==> src/rtl/reorder_buffer.sv <==
// Circular reorder buffer: in-order commit, CDB capture, mispredict flush.
// Define ROB_LOOKUP_BYPASS_EN to forward same-cycle CDB results to lookups.
module reorder_buffer #(
  parameter int DEPTH = 16,
  parameter int CDB_PORTS = 2,
  localparam int TAG_W = $clog2(DEPTH)
) (
  input  logic                       clk,
  input  logic                       rst_n,
  input  logic                       alloc_valid,
  input  logic [6:0]                 alloc_opcode,
  input  logic [4:0]                 alloc_rd,
  output logic                       alloc_ready,
  output logic [TAG_W-1:0]           alloc_tag,
  input  logic [CDB_PORTS-1:0]       cdb_valid,
  input  logic [CDB_PORTS*TAG_W-1:0] cdb_tag,
  input  logic [CDB_PORTS*32-1:0]    cdb_value,
  input  logic [CDB_PORTS-1:0]       cdb_br_en,
  input  logic [CDB_PORTS*32-1:0]    cdb_br_target,
  input  logic                       commit_ready,
  output logic                       commit_valid,
  output logic [TAG_W-1:0]           commit_tag,
  output logic [6:0]                 commit_opcode,
  output logic [4:0]                 commit_rd,
  output logic [31:0]                commit_value,
  output logic                       flush,
  output logic [31:0]                flush_target,
  input  logic [TAG_W-1:0]           lookup_tag_a,
  input  logic [TAG_W-1:0]           lookup_tag_b,
  output logic                       lookup_ready_a,
  output logic                       lookup_ready_b,
  output logic [31:0]                lookup_value_a,
  output logic [31:0]                lookup_value_b,
  output logic [TAG_W:0]             count,
  output logic                       empty,
  output logic                       full
);

  logic [TAG_W-1:0] head_q, head_d;
  logic [TAG_W-1:0] tail_q, tail_d;
  logic [TAG_W:0]   count_q, count_d;
  logic [DEPTH-1:0] valid_q, valid_d;
  logic [DEPTH-1:0] done_q, done_d;
  logic [DEPTH-1:0] br_q, br_d;
  logic [6:0]       op_q [DEPTH];
  logic [6:0]       op_d [DEPTH];
  logic [4:0]       rd_q [DEPTH];
  logic [4:0]       rd_d [DEPTH];
  logic [31:0]      val_q [DEPTH];
  logic [31:0]      val_d [DEPTH];
  logic [31:0]      tgt_q [DEPTH];
  logic [31:0]      tgt_d [DEPTH];
  logic             alloc_fire;
  logic             commit_fire;
  logic [TAG_W-1:0] ctag;

  assign count         = count_q;
  assign empty         = count_q == '0;
  assign full          = count_q == (TAG_W+1)'(DEPTH);
  assign alloc_tag     = tail_q;
  assign commit_tag    = head_q;
  assign commit_opcode = op_q[head_q];
  assign commit_rd     = rd_q[head_q];
  assign commit_value  = val_q[head_q];
  assign commit_valid  = valid_q[head_q] && done_q[head_q];
  assign commit_fire   = commit_valid && commit_ready;
  assign flush         = commit_fire && br_q[head_q];
  assign flush_target  = tgt_q[head_q];
  assign alloc_ready   = !full && !flush;
  assign alloc_fire    = alloc_valid && alloc_ready;

  always_comb begin
    head_d  = head_q;
    tail_d  = tail_q;
    count_d = count_q;
    valid_d = valid_q;
    done_d  = done_q;
    br_d    = br_q;
    op_d    = op_q;
    rd_d    = rd_q;
    val_d   = val_q;
    tgt_d   = tgt_q;
    ctag    = '0;
    if (alloc_fire) begin
      valid_d[tail_q] = 1'b1;
      done_d[tail_q]  = 1'b0;
      br_d[tail_q]    = 1'b0;
      op_d[tail_q]    = alloc_opcode;
      rd_d[tail_q]    = alloc_rd;
      tail_d          = tail_q + 1'b1;
    end
    // Ascending scan: the highest port index writes last and wins.
    for (int i = 0; i < CDB_PORTS; i++) begin
      ctag = cdb_tag[i*TAG_W +: TAG_W];
      if (cdb_valid[i] && valid_q[ctag]) begin
        done_d[ctag] = 1'b1;
        val_d[ctag]  = cdb_value[i*32 +: 32];
        br_d[ctag]   = cdb_br_en[i];
        tgt_d[ctag]  = cdb_br_target[i*32 +: 32];
      end
    end
    if (commit_fire) begin
      valid_d[head_q] = 1'b0;
      done_d[head_q]  = 1'b0;
      head_d          = head_q + 1'b1;
    end
    case ({alloc_fire, commit_fire})
      2'b10:   count_d = count_q + 1'b1;
      2'b01:   count_d = count_q - 1'b1;
      default: count_d = count_q;
    endcase
    if (flush) begin
      valid_d = '0;
      done_d  = '0;
      br_d    = '0;
      head_d  = '0;
      tail_d  = '0;
      count_d = '0;
    end
  end

  always_ff @(posedge clk or negedge rst_n) begin
    if (!rst_n) begin
      head_q  <= '0;
      tail_q  <= '0;
      count_q <= '0;
      valid_q <= '0;
      done_q  <= '0;
      br_q    <= '0;
      for (int i = 0; i < DEPTH; i++) begin
        op_q[i]  <= '0;
        rd_q[i]  <= '0;
        val_q[i] <= '0;
        tgt_q[i] <= '0;
      end
    end else begin
      head_q  <= head_d;
      tail_q  <= tail_d;
      count_q <= count_d;
      valid_q <= valid_d;
      done_q  <= done_d;
      br_q    <= br_d;
      op_q    <= op_d;
      rd_q    <= rd_d;
      val_q   <= val_d;
      tgt_q   <= tgt_d;
    end
  end

  logic [TAG_W-1:0] lk_tag [2];
  logic             lk_rdy [2];
  logic [31:0]      lk_val [2];

  assign lk_tag[0] = lookup_tag_a;
  assign lk_tag[1] = lookup_tag_b;

  always_comb begin
    for (int p = 0; p < 2; p++) begin
      lk_rdy[p] = valid_q[lk_tag[p]] && done_q[lk_tag[p]];
      lk_val[p] = valid_q[lk_tag[p]] ? val_q[lk_tag[p]] : '0;
`ifdef ROB_LOOKUP_BYPASS_EN
      for (int i = 0; i < CDB_PORTS; i++) begin
        if (valid_q[lk_tag[p]] && cdb_valid[i] &&
            cdb_tag[i*TAG_W +: TAG_W] == lk_tag[p]) begin
          lk_rdy[p] = 1'b1;
          lk_val[p] = cdb_value[i*32 +: 32];
        end
      end
`endif
    end
  end

  assign lookup_ready_a = lk_rdy[0];
  assign lookup_ready_b = lk_rdy[1];
  assign lookup_value_a = lk_val[0];
  assign lookup_value_b = lk_val[1];

endmodule

==> config.mk <==
export PLATFORM = sky130hd
export DESIGN_NAME = reorder_buffer
export DESIGN_NICKNAME = d
export VERILOG_FILES = /design/src/rtl/reorder_buffer.sv
export SDC_FILE = /design/constraint.sdc
export NUM_CORES = 2
export LEC_CHECK = 0
export ABC_AREA = 1
export CAP_MARGIN = 20
export CORE_AREA = 2 2 488 587
export DETAILED_ROUTE_END_ITERATION = 8
export DIE_AREA = 0 0 490 589
export DONT_BUFFER_PORTS = 1
export PLACE_DENSITY_LB_ADDON = 0.1
export RECOVER_POWER = 25
export SYNTH_ARGS = -nofsm -noshare
export SYNTH_HDL_FRONTEND = slang
export SYNTH_SLANG_ARGS = --single-unit
==> constraint.sdc <==
create_clock -name clk -period 3.55 [get_ports clk]
set_clock_uncertainty 0.2 [all_clocks]
set_input_delay 0.71 -clock clk [delete_from_list [all_inputs] [get_ports clk]]
set_output_delay 0.71 -clock clk [all_outputs]
set_load 0.02 [all_outputs]
==> impl_metrics.py <==
metrics = {
    "setup_path": {
        "critical_path.endpoint_type": "output pin",
        "r2r-end": "tgt_q[366]$_DFF_PN0_",
        "crit_path_max_fanout": 8,
        "cp.arrival_ns": 2.99,
        "r2r-start": "valid_q[1]$_DFF_PN0_",
        "r2r_cells": 13,
        "worstSetupPathType": "reg2out",
        "r2r_setup_slack_ns": -0.04,
        "required_ns": 2.64,
        "crit_path_start_kind": "flip-flop",
    },
    "detailed_routing": {
        "vias_per_cell": 5.828,
        "totalWireLength_mm": 494.4,
        "vias": 90420,
        "dr.pass1.iters": 8,
        "wl_per_cell_um": 31.87,
        "antenna_left": 0,
        "drc_errors": 0,
        "first_iter_violations": 12960,
    },
    "sta": {
        "slew_headroom_pct": -36.87,
        "setup_ws_ns": -0.3483,
        "finalMaxSlewViolations": 238,
        "fmax_ghz": 0.2565,
        "hold_viol": 0,
        "min_period_ns": 3.898,
        "rsz0062_at_grt": "true",
        "fin_setup_tns_ns": -26.99,
        "timing.final.crit_share_pct": 109.8,
        "setup_viol": 142,
        "tightest_slew_ns": 2.053,
    },
    "power_and_ir_drop": {
        "leakage_nw": 41.98,
        "cellPowerDensity_nw_per_um2": 879.7,
        "peakVddDrop_mv": 0.6878,
    },
    "floorplanning": {
        "chipWidth_um": 490,
        "design.core.area_um2": 282500,
        "core.rowCount": 214,
        "io_pins": 324,
        "die_area_um2": 288600,
        "die-height_um": 589,
        "start_util_pct": 27.93,
    },
    "global_route": {
        "grt_max_degree": 545,
        "track_usage_pct": 32.80,
        "grt_first_pass_wirelength_mm": 684.5,
        "gr-total-overflow": 0,
        "grt_pass1_vias": 85350,
        "antenna_found_initial": 87,
    },
    "clocking": {
        "clk_latency_ns": 0.89,
        "cts_tree": "yes",
        "clock_path_buffers": 4,
        "cts-buffers-inserted": 172,
        "cts_root_buf": "clkbuf_16",
        "cts_hold_buf": 214,
        "path_clk_slew_ns": 0.06,
        "htreeDepth": 4,
        "cts.sinks": 1277,
    },
    "place": {
        "pre_cts_slack_ns": -0.5396,
        "gp_congestion": 0.8823,
        "dpl.hpwl_mm": 267.3,
        "port_buffers": 0,
    },
    "synthesis": {
        "ys_warn_count": 0,
        "syn_area_um2": 78890,
        "ys_types": 38,
        "syn_nets": 11830,
        "ys_seq_area_share_pct": 40.51,
        "synth_seq_cells": 1277,
        "syn_avg_cell_area_um2": 6.770,
        "synthCells": 11650,
    },
    "layout": {
        "final_common_cell": "o21ai_0",
        "layout_common_cells": "2640 x o21ai_0, 2125 x nand2_1, 1464 x nor2_1, 1267 x dfrtp_1, 890 x a21oi_1",
        "n_fill_cell": 29730,
        "areaGrowthSynthToFinish_pct": 24.99,
        "fin_util_pct": 34.91,
        "drive_gt1_share_pct": 10.83,
        "nNetsFinal": 11730,
    },
    "outcome": {
        "failed_checks": "capacitance limit, slew limit, setup timing",
        "status": "finished, violations left",
    },
    "worst_hold_path": {
        "hp-start": "cdb_br_target[60]",
        "hold_depth": 2,
        "min_path_type": "in2reg",
        "whs_endpoint": "tgt_q[412]$_DFF_PN0_",
    },
    "job": {
        "cap_violations": 3,
    },
}
## critical path, cell delays in order (launching register included)
cell,delay (ns)
dfrtp_4,0.55
buf_12,0.20
inv_16,0.13
buf_16,0.19
buf_16,0.20
nor2_1,0.07
o21ai_2,0.19
nand2_1,0.08
nand4_1,0.30
buf_6,0.19
## layout make-up
cell class                      count  area, um2  area share, %
Tap cell                         3780       4730          4.797
Clock buffer                      248       5014          5.085
Antenna cell                       56      140.1         0.1421
Clock inverter                     50      681.9         0.6916
Multi-Input combinational cell   8454      40580          41.16
Timing Repair inverter              4      73.82        0.07487
Inverter                          728       2841          2.882
Timing Repair Buffer              917      12570          12.75
Sequential cell                  1277      31970          32.43
## stage by stage
step / total power, mW / hold WS (ns) / instances / instance area (um2)
global placement: 58.27 / 0.2244 / 14760 / 85480
finish: 86.74 / 0.03740 / 15510 / 98600
CTS: 84.73 / -0.2038 / 15420 / 97420
floorplan: 43.84 / 0.2144 / 11650 / 78890
detailed placement: 58.64 / 0.2237 / 14770 / 85500
global route: 91.18 / 0.03218 / 15490 / 98540
## how the worst max path moves through the flow
| stage | to | slack, ns | cells after the start | start |
|---|---|---|---|---|
| after floorplan | lookup_value_a[27] | 0.31 | 9 | lookup_tag_a[0] |
| after global placement | tgt_q[113]$_DFF_PN0_ | -0.59 | 3 | rst_n |
| after detailed placement | tgt_q[49]$_DFF_PN0_ | -0.54 | 3 | rst_n |
| after CTS | flush_target[22] | -0.36 | 10 | commit_tag[0]$_DFFE_PN0P_ |
| after global routing | commit_value[20] | -0.41 | 9 | commit_tag[1]$_DFFE_PN0P_ |
| final | commit_value[20] | -0.35 | 9 | commit_tag[0]$_DFFE_PN0P_ |
## cells by family (layout without fill, tap and decap cells)
family,count (synthesis),in the layout,synth area share [%]
buffers and inverters,1921,1947,9.632
adders and majority gates,12,12,0.1998
xor gates and xnor gates,5,5,0.05551
and+or+nand+nor,3789,3789,18.63
AOI/OAI and AO/OA,4648,4648,30.97
other,0,56,0
DFF,1277,1277,40.51
## flip-flops by register name, indices dropped and copies added, names as in the netlist
name,cells
done_q,16
alloc_tag,4
valid_q,16
rd_q,80
count,5
tgt_q,512
commit_tag,4
val_q,512
br_q,16
op_q,112
## what timing repair did
item                       4_1_cts  5_1_grt
gates cloned                    79       14
resized for setup              509      287
hold endpoints to repair      1640      228
pin swaps                       77       49
setup buffers                   69       25
setup endpoints to repair      145      237
## cells in the mapped netlist (all sizes together)
master | count | area share, %
a21oi | 931 | 5.9
inv | 723 | 3.4
a21boi | 24 | 0.23
dfrtp | 1277 | 41
clkinv | 5 | 0.024
a2111o | 12 | 0.17
o31ai | 1 | 0.0095
o221ai | 20 | 0.22
o21a | 3 | 0.029
clkbuf | 777 | 3.7
nand4 | 83 | 0.78
nand2 | 2147 | 10
o21ai | 3219 | 20
xor2 | 5 | 0.056
o211ai | 183 | 1.7
o22ai | 146 | 1.2
ha | 11 | 0.17
nor2 | 1484 | 7.1
a31oi | 22 | 0.17
o21bai | 25 | 0.24
o311ai | 50 | 0.56
buf | 416 | 2.5
fa | 1 | 0.025
a22oi | 12 | 0.11
nand3 | 75 | 0.56
## where the power goes
group	total, mW	internal [mW]	switching, mW
combinational	42.1	17.2	24.9
sequential	26.2	21.4	4.81
clock	18.4	10.9	7.55
## per-layer routing
layer	part of all wire [%]	GRT usage, %	routed length [um]
met4	6.3	17.82	31170
met5	0.027	0	133
met1	39	41.90	193300
met2	44	50.46	217000
met3	11	8.547	52820
(Power assumes the default switching activity.)
